==> config.mk <==
export PLATFORM = sky130hd
export DESIGN_NAME = lfm_freq_meter
export DESIGN_NICKNAME = d
export VERILOG_FILES = /design/src/rtl/lfm_pkg.sv /design/src/rtl/lfm_hyst_cmp.sv /design/src/rtl/lfm_freq_meter.sv
export SDC_FILE = /design/constraint.sdc
export NUM_CORES = 1
export LEC_CHECK = 0
export ABC_AREA = 0
export BUFFER_PORTS_ARGS = -buffer_cell sky130_fd_sc_hd__buf_4
export CORE_MARGIN = 5
export CORE_UTILIZATION = 50
export CTS_CLUSTER_DIAMETER = 100
export CTS_CLUSTER_SIZE = 12
export DETAILED_ROUTE_END_ITERATION = 16
export GPL_TIMING_DRIVEN = 1
export PLACE_DENSITY = 0.7
export SLEW_MARGIN = 5
export SYNTH_ARGS = -nofsm -noshare
export SYNTH_HDL_FRONTEND = slang
export SYNTH_SLANG_ARGS = --single-unit
export TNS_END_PERCENT = 10
==> constraint.sdc <==
create_clock -name clk -period 4.8 [get_ports clk]
set_input_delay 0.96 -clock clk [delete_from_list [all_inputs] [get_ports clk]]
set_output_delay 0.96 -clock clk [all_outputs]
set_load 0.1 [all_outputs]
==> src/rtl/lfm_pkg.sv <==
// Shared types and constants for the LFM frequency meter.
package lfm_pkg;

   typedef enum logic [1:0] {
      SEARCH = 2'd0,
      FIRST  = 2'd1,
      LOCKED = 2'd2
   } lfm_state_t;

   localparam int SWEEP_SHIFT = 3;
   localparam int AVG_DEPTH   = 4;
   localparam int AVG_SHIFT   = 2;

endpackage

==> src/rtl/lfm_hyst_cmp.sv <==
// Hysteresis comparator on qualified samples; rise flags the LOW->HIGH transition
// caused by the current sample.
module lfm_hyst_cmp #(
   parameter int IN_WIDTH = 16,
   parameter int HYST     = 64
) (
   input  logic                       clk,
   input  logic                       rst,
   input  logic signed [IN_WIDTH-1:0] din,
   input  logic                       din_valid,
   output logic                       rise
);

   localparam logic signed [IN_WIDTH-1:0] POS_TH = IN_WIDTH'(HYST);
   localparam logic signed [IN_WIDTH-1:0] NEG_TH = -POS_TH;

   logic high_reg;
   logic at_high;
   logic at_low;

   assign at_high = (din >= POS_TH);
   assign at_low  = (din <= NEG_TH);
   assign rise    = din_valid && !high_reg && at_high;

   always_ff @(posedge clk) begin
      if (rst) begin
         high_reg <= 1'b0;
      end else if (din_valid) begin
         if (!high_reg && at_high)
            high_reg <= 1'b1;
         else if (high_reg && at_low)
            high_reg <= 1'b0;
      end
   end

endmodule

==> src/rtl/lfm_freq_meter.sv <==
// Period meter between rising zero crossings with sweep-restart and loss-of-signal strobes.
// Build option: define LFM_FM_AVG_EN to report a 4-period running average instead of raw periods.
module lfm_freq_meter
   import lfm_pkg::*;
#(
   parameter int IN_WIDTH  = 16,
   parameter int CNT_WIDTH = 24,
   parameter int HYST      = 64
) (
   input  logic                       clk,
   input  logic                       rst,
   input  logic signed [IN_WIDTH-1:0] din,
   input  logic                       din_valid,
   output logic [CNT_WIDTH-1:0]       period,
   output logic                       period_valid,
   output logic                       sweep_start,
   output logic                       lost,
   output logic                       locked
);

   localparam logic [CNT_WIDTH-1:0] CNT_LIMIT = {{(CNT_WIDTH-1){1'b1}}, 1'b0};

   lfm_state_t           state_reg, state_next;
   logic [CNT_WIDTH-1:0] cnt_reg;
   logic [CNT_WIDTH-1:0] prev_reg;
   logic [CNT_WIDTH-1:0] period_reg;
   logic                 period_valid_reg;
   logic                 sweep_reg;
   logic                 lost_reg;

   logic                 rise;
   logic                 timeout;
   logic                 emit;
   logic                 sweep_hit;
   logic [CNT_WIDTH-1:0] measured;
   logic [CNT_WIDTH:0]   sweep_thresh;
   logic                 out_fire;
   logic [CNT_WIDTH-1:0] out_value;

   lfm_hyst_cmp #(
      .IN_WIDTH (IN_WIDTH),
      .HYST     (HYST)
   ) u_cmp (
      .clk       (clk),
      .rst       (rst),
      .din       (din),
      .din_valid (din_valid),
      .rise      (rise)
   );

   assign measured     = cnt_reg + 1'b1;
   assign timeout      = din_valid && !rise && (cnt_reg == CNT_LIMIT);
   assign emit         = rise && (state_reg != SEARCH);
   // One extra bit keeps prev + prev/8 from wrapping for large periods.
   assign sweep_thresh = {1'b0, prev_reg} + {1'b0, (prev_reg >> SWEEP_SHIFT)};
   assign sweep_hit    = (state_reg == LOCKED) && ({1'b0, measured} > sweep_thresh);

   always_comb begin
      state_next = state_reg;
      if (rise) begin
         case (state_reg)
            SEARCH:  state_next = FIRST;
            FIRST:   state_next = LOCKED;
            default: state_next = LOCKED;
         endcase
      end else if (timeout) begin
         state_next = SEARCH;
      end
   end

`ifdef LFM_FM_AVG_EN
   logic [CNT_WIDTH-1:0] hist_reg [AVG_DEPTH];
   logic [2:0]           fill_reg;
   logic [CNT_WIDTH+1:0] part_sum [AVG_DEPTH];
   logic [CNT_WIDTH+1:0] avg_full;

   // part_sum[AVG_DEPTH-1] is the sum including the period being emitted now.
   assign part_sum[0] = {2'b00, measured};
   genvar gi;
   generate
      for (gi = 1; gi < AVG_DEPTH; gi++) begin : g_sum
         assign part_sum[gi] = part_sum[gi-1] + {2'b00, hist_reg[gi-1]};
      end
   endgenerate

   assign avg_full  = part_sum[AVG_DEPTH-1] >> AVG_SHIFT;
   assign out_fire  = emit && (fill_reg >= 3'(AVG_DEPTH - 1));
   assign out_value = avg_full[CNT_WIDTH-1:0];

   always_ff @(posedge clk) begin
      if (rst || state_reg == SEARCH) begin
         fill_reg <= '0;
         for (int i = 0; i < AVG_DEPTH; i++)
            hist_reg[i] <= '0;
      end else if (emit) begin
         if (fill_reg < 3'(AVG_DEPTH))
            fill_reg <= fill_reg + 3'd1;
         hist_reg[0] <= measured;
         for (int i = 1; i < AVG_DEPTH; i++)
            hist_reg[i] <= hist_reg[i-1];
      end
   end
`else
   assign out_fire  = emit;
   assign out_value = measured;
`endif

   always_ff @(posedge clk) begin
      if (rst) begin
         state_reg        <= SEARCH;
         cnt_reg          <= '0;
         prev_reg         <= '0;
         period_reg       <= '0;
         period_valid_reg <= 1'b0;
         sweep_reg        <= 1'b0;
         lost_reg         <= 1'b0;
      end else begin
         state_reg        <= state_next;
         period_valid_reg <= out_fire;
         sweep_reg        <= out_fire && sweep_hit;
         lost_reg         <= timeout;
         if (din_valid)
            cnt_reg <= (rise || timeout) ? '0 : cnt_reg + 1'b1;
         if (emit)
            prev_reg <= measured;
         if (out_fire)
            period_reg <= out_value;
      end
   end

   assign period       = period_reg;
   assign period_valid = period_valid_reg;
   assign sweep_start  = sweep_reg;
   assign lost         = lost_reg;
   assign locked       = (state_reg == LOCKED);

endmodule

==> impl_metrics.yaml, run 1 <==
grt:
  grt_max_degree: 56
  grt_pass1_vias: 3964
  grt_pass1_wl_mm: 19.00
  grt.total_usage_pct: 22.34
  grt-ovfl-total: 0
  antenna_found_initial: 0
power:
  power.internal_uw: 681.6
  power.switching_uw: 313.2
  peakVddDrop_mv: 0.1061
  swShare_pct: 31.48
  p_seq_share_pct: 47.2
  comb_power_share_pct: 20.8
  powerDensity_nw_per_um2: 209.3
  power.leakage_uw: 0.002067
  clkPwrFrac_pct: 32.0
sta:
  setup-tns-final_ps: 0
  holdWs_ps: 498.1
  min_period_over_period_pct: 81.31
  finalWorstSetupSlack_ps: 897.0
  slew_violations: 0
  timing.fmax_mhz: 256.2
  hold_viol_final: 0
  period_minus_slack_ps: 3903
  slew-limit-headroom_pct: 28.18
  rsz0062_at_grt: "false"
  setup_violations: 0
  skew_ps: 10.48
  tightest_slew_ps: 1073
drt:
  wire_per_inst_microns: 16.29
  postRouteAntennaNets: 0
  drt_iter0_drc: 231
  drc_errors: 0
  drtPass1Iterations: 5
  viasPerCell: 5.913
  wl_mm: 11.24
  vias: 4080
synth:
  synth_area_sq_um: 4259
  synthTopCellsByArea: "dfxtp_1 (25%), ha_1 (14%), nor2_1 (7.5%), a21oi_1 (4.8%), xor2_1 (4.1%)"
  syn-num-nets: 619
  synth_seq_cells: 54
  synth-edff-count: 0
  synth_top_cell_area_share_pct: 25.38
  syn_inst: 552
  asyncSetResetFlopFracSynth_pct: 0
  synth_top_area_cell: "dfxtp_1"
  avgSynthCellArea_sq_um: 7.716
  yosys_most_used_dff: "dfxtp_1"
  yosysWarnings: 0
  yosysSeqAreaShare_pct: 25.38
  synthDistinctLibCells: 64
final_layout:
  n_antenna_cell: 0
  layout.nets: 651
  fin_cells: 690
  area_growth_pct: 11.60
  fin_util_pct: 57.56
  drive_gt1_share_pct: 12.14
placement:
  hpwl_mm: 8.668
  placedCellCount: 682
  portBuffers: 46
  pre_cts_ws_ps: 924.5
  gp_congestion: 0.9093
cts:
  cts_buffer_depth: 2
  cts_resized: 0
  tritoncts: "yes"
  clk_latency_ps: 310
  clk_pin_slew_worst_paths_ps: 110
  cts_buffers: 5
  cts.htree.levels: 2
  post-cts-setup-buffer-count: 0
  root_buffer: "clkbuf_8"
  cts_hold_buf: 0
  cts.sinks: 54
worst_setup_path:
  crit_path_end_kind: "flop"
  critical_path_class: "flop to flop"
  critical_path.max_fanout: 6
  crit_required_ps: 5000
  crit_arrival_ps: 4110
  startpoint_type: "flop"
die:
  die_height_microns: 102.3
  initial_core_util_pct: 51.58
  rows: 33
  die_area_sq_um: 10460
  coreArea_sq_um: 8258
  die_w_microns: 102.3
  ios: 47
flow_run:
  drv_cap: 0
status:
  status: "complete, no violations"
min_path:
  holdCritPathClass: "flop to flop"
[final cells by class]
class / count / area, sq um
Fill cell: 783 / 3505
Multi-Input combinational cell: 456 / 2999
Sequential cell: 54 / 1081
Timing Repair Buffer: 48 / 360.3
Tap cell: 105 / 131.4
Clock buffer: 6 / 72.57
Inverter: 19 / 71.32
Clock inverter: 2 / 37.54
[kinds of logic (layout without fill, tap and decap cells)]
kind of cell    count (synthesis)  in the layout  synth area share [%]
xor+xnor                       39             39                 8.196
compound gates                127            127                 20.24
fa+ha+maj                      48             48                 14.28
flops                          54             54                 25.38
buf+inv                        42             75                 4.260
simple gates                  241            241                 27.38
mux                             1              1                0.2644
[cell usage in the layout (no fill, tap or decap), drive strengths merged, types with 6 or more instances in the layout]
cell / instances
a21o: 8
a21oi: 42
and3: 6
nand4: 11
o21ai: 28
nand2: 42
nor3: 31
nor2b: 18
xnor2: 19
inv: 19
buf: 48
dfxtp: 54
nand3: 20
a211oi: 12
nor2: 85
xor2: 20
clkbuf: 6
nor4: 8
ha: 47
[metrics by stage]
stage | area [sq um] | total power [uW]
2_1_floorplan | 4259 | 633.0
3_3_place_gp | 4643 | 682.0
3_5_place_dp | 4643 | 685.5
4_1_cts | 4753 | 1000
5_1_grt | 4753 | 1042
6_report | 4753 | 994.8
[Yosys cell counts (13+ instances only)]
library cell and count:
clkbuf_1 13, ha_1 47, a21oi_1 41, dfxtp_1 54, nor2b_1 18, inv_1 19, nor3_1 30, xor2_1 20
xnor2_1 18, o21ai_0 23, nand3_1 20, nand2_1 42, nor2_1 85
[path summary, 6_finish.rpt]
path / start / to / slack (ps) / depth (start not counted)
max: period[3] / sweep_start / 900 / 15
min: u_cmp.high_reg / u_cmp.high_reg / 500 / 2
max reg2reg: period[3] / sweep_start / 900 / 15
min reg2reg: u_cmp.high_reg / u_cmp.high_reg / 500 / 2
[worst max-delay path, cell delays in order (launching register included)]
cell and delay, ps:
dfxtp_1 360, ha_1 230, fa_1 430, a21oi_2 190, o21ai_2 110, a2111oi_4 480, o21ai_2 160, and4_1 230
a2111oi_1 360, ha_1 320, a21o_1 160, a21o_1 170, a21oi_1 130, o22ai_1 100, nor4_1 280, a211oi_1 90
[layer usage]
| layer | global-route usage [%] | vias to the layer above | part of all wire [%] |
|---|---|---|---|
| met5 | 0 | - | 0 |
| met2 | 36.63 | 117 | 46 |
| met3 | 2.730 | 15 | 5.0 |
| li1 | - | 2059 | - |
| met4 | 4.642 | 0 | 1.3 |
| met1 | 31.60 | 1889 | 48 |
[power by group through the flow]
stage	registers (uW)	clock network (uW)	logic, uW
6_report	470	318	207
5_1_grt	472	344	226
4_1_cts	470	325	206
3_5_place_dp	480	0	205
3_3_place_gp	480	0	202
2_1_floorplan	523	0	110
(Power assumes the default switching activity.)
==> run 2, diff against run 1 <==
--- a/config.mk
+++ b/config.mk
@@ -5,7 +5,7 @@
 export SDC_FILE = /design/constraint.sdc
 export NUM_CORES = 1
 export LEC_CHECK = 0
-export ABC_AREA = 0
+export ABC_AREA = 1
 export BUFFER_PORTS_ARGS = -buffer_cell sky130_fd_sc_hd__buf_4
 export CORE_MARGIN = 5
 export CORE_UTILIZATION = 50
@@ -13,7 +13,7 @@
 export CTS_CLUSTER_SIZE = 12
 export DETAILED_ROUTE_END_ITERATION = 16
 export GPL_TIMING_DRIVEN = 1
-export PLACE_DENSITY = 0.7
+export PLACE_DENSITY = 0.72
 export SLEW_MARGIN = 5
 export SYNTH_ARGS = -nofsm -noshare
 export SYNTH_HDL_FRONTEND = slang
==> constraint.sdc (replaced) <==
create_clock -name clk -period 3.5 [get_ports clk]
set_input_delay 0.7 -clock clk [delete_from_list [all_inputs] [get_ports clk]]
set_output_delay 0.7 -clock clk [all_outputs]
set_load 0.1 [all_outputs]
==> impl_metrics.yaml, run 2 <==
sta:
  timing.fmax_mhz: 313.4
  tightest_slew_ps: 780.5
  setup-tns-final_ps: 0
  min_period_over_period_pct: 91.15
  period_minus_slack_ps: 3190
  rsz0062_at_grt: "false"
  hold_viol_final: 0
  slew_violations: 0
  holdWs_ps: 481.5
  setup_violations: 0
  skew_ps: 10.96
  finalWorstSetupSlack_ps: 309.6
  slew-limit-headroom_pct: 47.91
final_layout:
  layout.nets: 782
  most-common-layout-cells: "nand2_1 (211), inv_1 (64), a21oi_1 (57)"
  n_antenna_cell: 0
  drive_gt1_share_pct: 14.80
  area_growth_pct: 12.25
  regArea_sq_um: 1081
  fillCellCount: 881
  final_cell_area_sq_um: 5077
  multiInputGateArea_sq_um: 3118
  final_common_cell: "nand2_1"
synth:
  synth_top_cell_area_share_pct: 23.90
  syn-num-nets: 738
  syn_inst: 671
  synth-edff-count: 0
  asyncSetResetFlopFracSynth_pct: 0
  synthTopCellsByArea: "dfxtp_1 (24%), nand2_1 (18%), ha_1 (13%), a21oi_1 (6.3%), inv_1 (5.3%)"
  synth_seq_cells: 54
  yosysSeqAreaShare_pct: 23.90
  synth_area_sq_um: 4523
  yosys_most_used_dff: "dfxtp_1"
  netlist_top_cells_count: "nand2_1 (211), inv_1 (64), a21oi_1 (57)"
  yosysWarnings: 0
  synthDistinctLibCells: 44
  avgSynthCellArea_sq_um: 6.741
  yosysMostFrequentCell: "nand2_1"
  synth_top_area_cell: "dfxtp_1"
worst_setup_path:
  crit_arrival_ps: 3400
  crit_family: "simple AND/OR/NAND/NOR gates"
  critical_path_class: "flop to flop"
  crit_required_ps: 3710
  cp_cell_sequence: "ha_1, fa_1, nand2_1, nand2_1, and2_4, a21oi_4, inv_2, nand4_1, nand3_1, xor2_1, ha_1, nand2_1, nor2_1, nand3b_1, nor3_1, nand4_1, nand3_1, a21oi_1"
  crit_path_end_kind: "flop"
  crit_top_cell: "nand2_1"
  critical_path.max_fanout: 4
  startpoint_type: "flop"
  max_stage_delay_ps: 440
  cp.buffers_inverters: 1
  critPathSlowestCell: "fa_1"
drt:
  drt_iter0_drc: 189
  wl_mm: 12.61
  vias: 4537
  wire_per_inst_microns: 15.30
  drtPass1Iterations: 4
  postRouteAntennaNets: 0
  drc_errors: 0
  viasPerCell: 5.506
cts:
  clk_pin_slew_worst_paths_ps: 110
  cts.sinks: 54
  clk_latency_ps: 320
  cts_buffers: 5
  root_buffer: "clkbuf_8"
  cts_resized: 0
  cts_buffer_depth: 2
  cts.htree.levels: 2
  tritoncts: "yes"
  post-cts-setup-buffer-count: 0
  cts_hold_buf: 0
status:
  status: "complete, no violations"
placement:
  place_area_sq_um: 4961
  hpwl_mm: 10.08
  gp_congestion: 0.9932
  portBuffers: 46
  pre_cts_ws_ps: 368.5
die:
  die_area_sq_um: 11050
  initial_core_util_pct: 51.61
  die_w_microns: 105.1
  ios: 47
  die_height_microns: 105.1
  coreArea_sq_um: 8763
  rows: 34
power:
  power.leakage_uw: 0.002477
  powerDensity_nw_per_um2: 231.3
  power.total_uw: 1174
  peakVddDrop_mv: 0.1334
grt:
  grt-ovfl-total: 0
  grt_max_degree: 28
  grt.total_usage_pct: 22.60
  grt_pass1_wl_mm: 20.69
  antenna_found_initial: 0
  grt_pass1_vias: 4377
min_path:
  holdCritPathClass: "flop to flop"
flow_run:
  drv_cap: 0
[run 2: changes by cell type after synthesis, moves of 9 or more]
cell	before	now
nor2b_1	18	0
inv_1	19	64
a21oi_1	41	57
nor3_1	30	8
nor2_1	85	50
nand2_1	42	211
a211oi_1	12	2
clkbuf_1	13	4
[run 2: final cells by class]
cell class,instances,share of cell area [%]
clock buffers,5,1.355
clock inverters,3,0.9364
inverters,71,5.249
multi-input cells,535,61.41
flip-flops and latches,54,21.29
well taps,108,2.661
repair buffers,48,7.097
[run 2: cells by family (layout without fill, tap and decap cells)]
group                    Yosys count  in the layout  share of synthesized area, %
AO/OA/AOI/OAI                     99             99                         12.45
XOR/XNOR                          40             40                         8.243
adder cells (fa/ha/maj)           48             48                         13.44
buffers and inverters             82            127                         7.165
flip-flops                        54             54                         23.90
AND/OR/NAND/NOR                  348            348                         34.80
[run 2: per-stage QoR]
stage | cells | util (%)
global placement | 816 | 56.61
finish | 824 | 57.94
CTS | 824 | 57.94
detailed placement | 816 | 56.61
global route | 824 | 57.94
floorplan | 671 | -
[run 2: worst paths after layout]
path	end	from	cells past startpoint	slack (ps)
worst max-delay path	sweep_start	period[3]	18	310
worst min-delay path	period[2]	period[2]	2	480
worst max register to register	sweep_start	period[3]	18	310
worst min register to register	period[2]	period[2]	2	480
[run 2: metal layers]
metal | GRT usage, % | vias up | share of wire [%]
met5 | 0 | - | 0
met4 | 7.215 | 0 | 2.8
met3 | 3.699 | 28 | 5.7
met2 | 37.54 | 133 | 46
met1 | 29.85 | 2104 | 46
li1 | - | 2272 | -
[run 2: worst min-delay path: stages (launching register included)]
cell	delay (ps)
dfxtp_1	340
nand2_1	70
nand2_1	40
[run 2: report_power, final]
part	internal (uW)	switching [uW]
clock	219	231
sequential	619	5.61
combinational	34.1	65.7
==> run 3, diff against run 2 <==
--- a/config.mk
+++ b/config.mk
@@ -17,5 +17,6 @@
 export SLEW_MARGIN = 5
 export SYNTH_ARGS = -nofsm -noshare
 export SYNTH_HDL_FRONTEND = slang
+export SYNTH_HIERARCHICAL = 1
 export SYNTH_SLANG_ARGS = --single-unit
 export TNS_END_PERCENT = 10
==> impl_metrics.yaml, run 3 <==
die:
  rows: 34
  die_area_sq_um: 11020
  die_height_microns: 105.0
  initial_core_util_pct: 51.48
  ios: 47
  coreArea_sq_um: 8763
  die_w_microns: 105.0
synth:
  syn-num-nets: 769
  yosysMostFrequentCell: "nand2_1"
  synth-edff-count: 0
  synth_top_area_cell: "dfxtp_1"
  netlist_top_cells_count: "nand2_1 (204), inv_1 (76), nor2_1 (73)"
  synthTopCellsByArea: "dfxtp_1 (24%), nand2_1 (17%), ha_1 (13%), a21oi_1 (6.4%), inv_1 (6.3%)"
  yosysWarnings: 6
  synth_area_sq_um: 4512
  synth_seq_cells: 54
  synth_top_cell_area_share_pct: 23.96
  syn_inst: 702
  yosysSeqAreaShare_pct: 23.96
  avgSynthCellArea_sq_um: 6.427
  yosys_most_used_dff: "dfxtp_1"
  asyncSetResetFlopFracSynth_pct: 0
  synthDistinctLibCells: 43
worst_setup_path:
  crit_required_ps: 3700
  critical_path.max_fanout: 3
  crit_arrival_ps: 3310
  crit_path_end_kind: "flop"
  ff2ff_setup_slack_ps: 400
  startpoint_type: "flop"
  critical_path_class: "flop to flop"
final_layout:
  drive_gt1_share_pct: 10.29
  final_common_cell: "nand2_1"
  n_antenna_cell: 0
  area_growth_pct: 12.73
  most-common-layout-cells: "nand2_1 (204), inv_1 (76), nor2_1 (73)"
  layout.nets: 814
  final_cell_area_sq_um: 5086
  fillCellCount: 904
cts:
  clk_pin_slew_worst_paths_ps: 110
  post-cts-setup-buffer-count: 0
  cts.sinks: 54
  cts_hold_buf: 0
  cts_resized: 0
  clk_latency_ps: 320
  root_buffer: "clkbuf_8"
  tritoncts: "yes"
  cts_buffers: 5
  cts.htree.levels: 2
  cts_buffer_depth: 2
drt:
  drtPass1Iterations: 4
  drt_iter0_drc: 239
  drc_errors: 0
  wl_mm: 13.18
  viasPerCell: 5.419
  vias: 4639
  postRouteAntennaNets: 0
  wire_per_inst_microns: 15.40
grt:
  antenna_found_initial: 0
  use_met1_pct: 31.14
  grt.total_usage_pct: 23.69
  met2_usage_pct: 40.51
  grt.busiest_layer: "met2"
  grt_pass1_vias: 4500
  grt_pass1_wl_mm: 21.71
  grt-ovfl-total: 0
  grt_max_degree: 28
  gr-usage-met3_pct: 2.713
sta:
  finalWorstSetupSlack_ps: 395.8
  min_period_over_period_pct: 88.69
  period_minus_slack_ps: 3104
  tightest_slew_ps: 754.3
  rsz0062_at_grt: "false"
  setup-tns-final_ps: 0
  holdWs_ps: 488.2
  hold_viol_final: 0
  timing.fmax_mhz: 322.1
  slew_violations: 0
  skew_ps: 9.872
  setup_violations: 0
  slew-limit-headroom_pct: 49.66
power:
  powerDensity_nw_per_um2: 228.6
  power.total_uw: 1163
  peakVddDrop_mv: 0.1842
  power.leakage_uw: 0.002529
flow_run:
  drv_cap: 0
min_path:
  holdCritPathClass: "flop to flop"
placement:
  gp_congestion: 0.9104
  portBuffers: 46
  hpwl_mm: 10.69
  place_area_sq_um: 4976
  pre_cts_ws_ps: 430.6
status:
  status: "complete, no violations"
==> run 3: changes by cell type in the layout (fill, tap and decap cells not counted), sizes merged, moves of 3 or more <==
cell,before,now
inv,73,76
xor2,26,22
nand3,29,50
buf,48,51
nor2,62,77
nand2,219,212
o21ai,24,28
nor3,11,8
==> run 3: stage by stage <==
| stage | instances | util [%] |
|---|---|---|
| after floorplan | 702 | - |
| after global placement | 848 | 56.78 |
| after detailed placement | 848 | 56.78 |
| after CTS | 856 | 58.04 |
| after global routing | 856 | 58.04 |
| final | 856 | 58.04 |
==> run 3: cell type report <==
| class | instances | area [sq um] | share of cell area, % |
|---|---|---|---|
| multi-input combinational | 558 | 3088 | 60.71 |
| sequential | 54 | 1081 | 21.25 |
| timing repair buffer | 51 | 382.9 | 7.528 |
| inverter | 77 | 289.0 | 5.683 |
| tap | 108 | 135.1 | 2.657 |
| clock buffer | 6 | 72.57 | 1.427 |
| clock inverter | 2 | 37.54 | 0.7380 |
==> run 3: final timing paths <==
path,start,end,depth (start not counted)
hold / removal,u_cmp/high_reg,u_cmp/high_reg,2
setup reg to reg,period[0],sweep_start,18
hold reg to reg,u_cmp/high_reg,u_cmp/high_reg,2
setup / recovery,period[0],sweep_start,18
==> run 3: logic make-up (layout without fill, tap and decap cells) <==
kind of cell	Yosys count	count (layout)	synth area share, %
XOR/XNOR	36	36	7.155
flip-flops	54	54	23.96
adder cells (fa/ha/maj)	48	48	13.48
buffers and inverters	90	136	7.598
AO/OA/AOI/OAI	103	103	12.34
AND/OR/NAND/NOR	371	371	35.47
==> run 3: power by group <==
group,internal (uW),total [uW],switching (uW)
registers,619,624,4.96
clock network,214,438,224
logic,35.4,101,65.7
==> run 3: critical path, cell delays in order, from the launching register on <==
cell	delay, ps
dfxtp_1	340
ha_1	250
fa_1	440
nand2_1	80
nand2_1	70
and2_1	160
a21oi_1	290
inv_1	100
nand4_1	90
nand3_1	90
xor2_1	160
ha_1	300
nand2_1	80
nor2_1	100
nand4_1	90
nor2_1	120
nand4_1	110
nand3_1	80
a21oi_1	40
==> run 3: per-layer routing <==
| metal | wire (microns) | vias to the layer above |
|---|---|---|
| met1 | 6056 | 2130 |
| met2 | 6230 | 109 |
| met5 | 0 | - |
| met4 | 333 | 0 |
| li1 | - | 2378 |
| met3 | 560 | 22 |
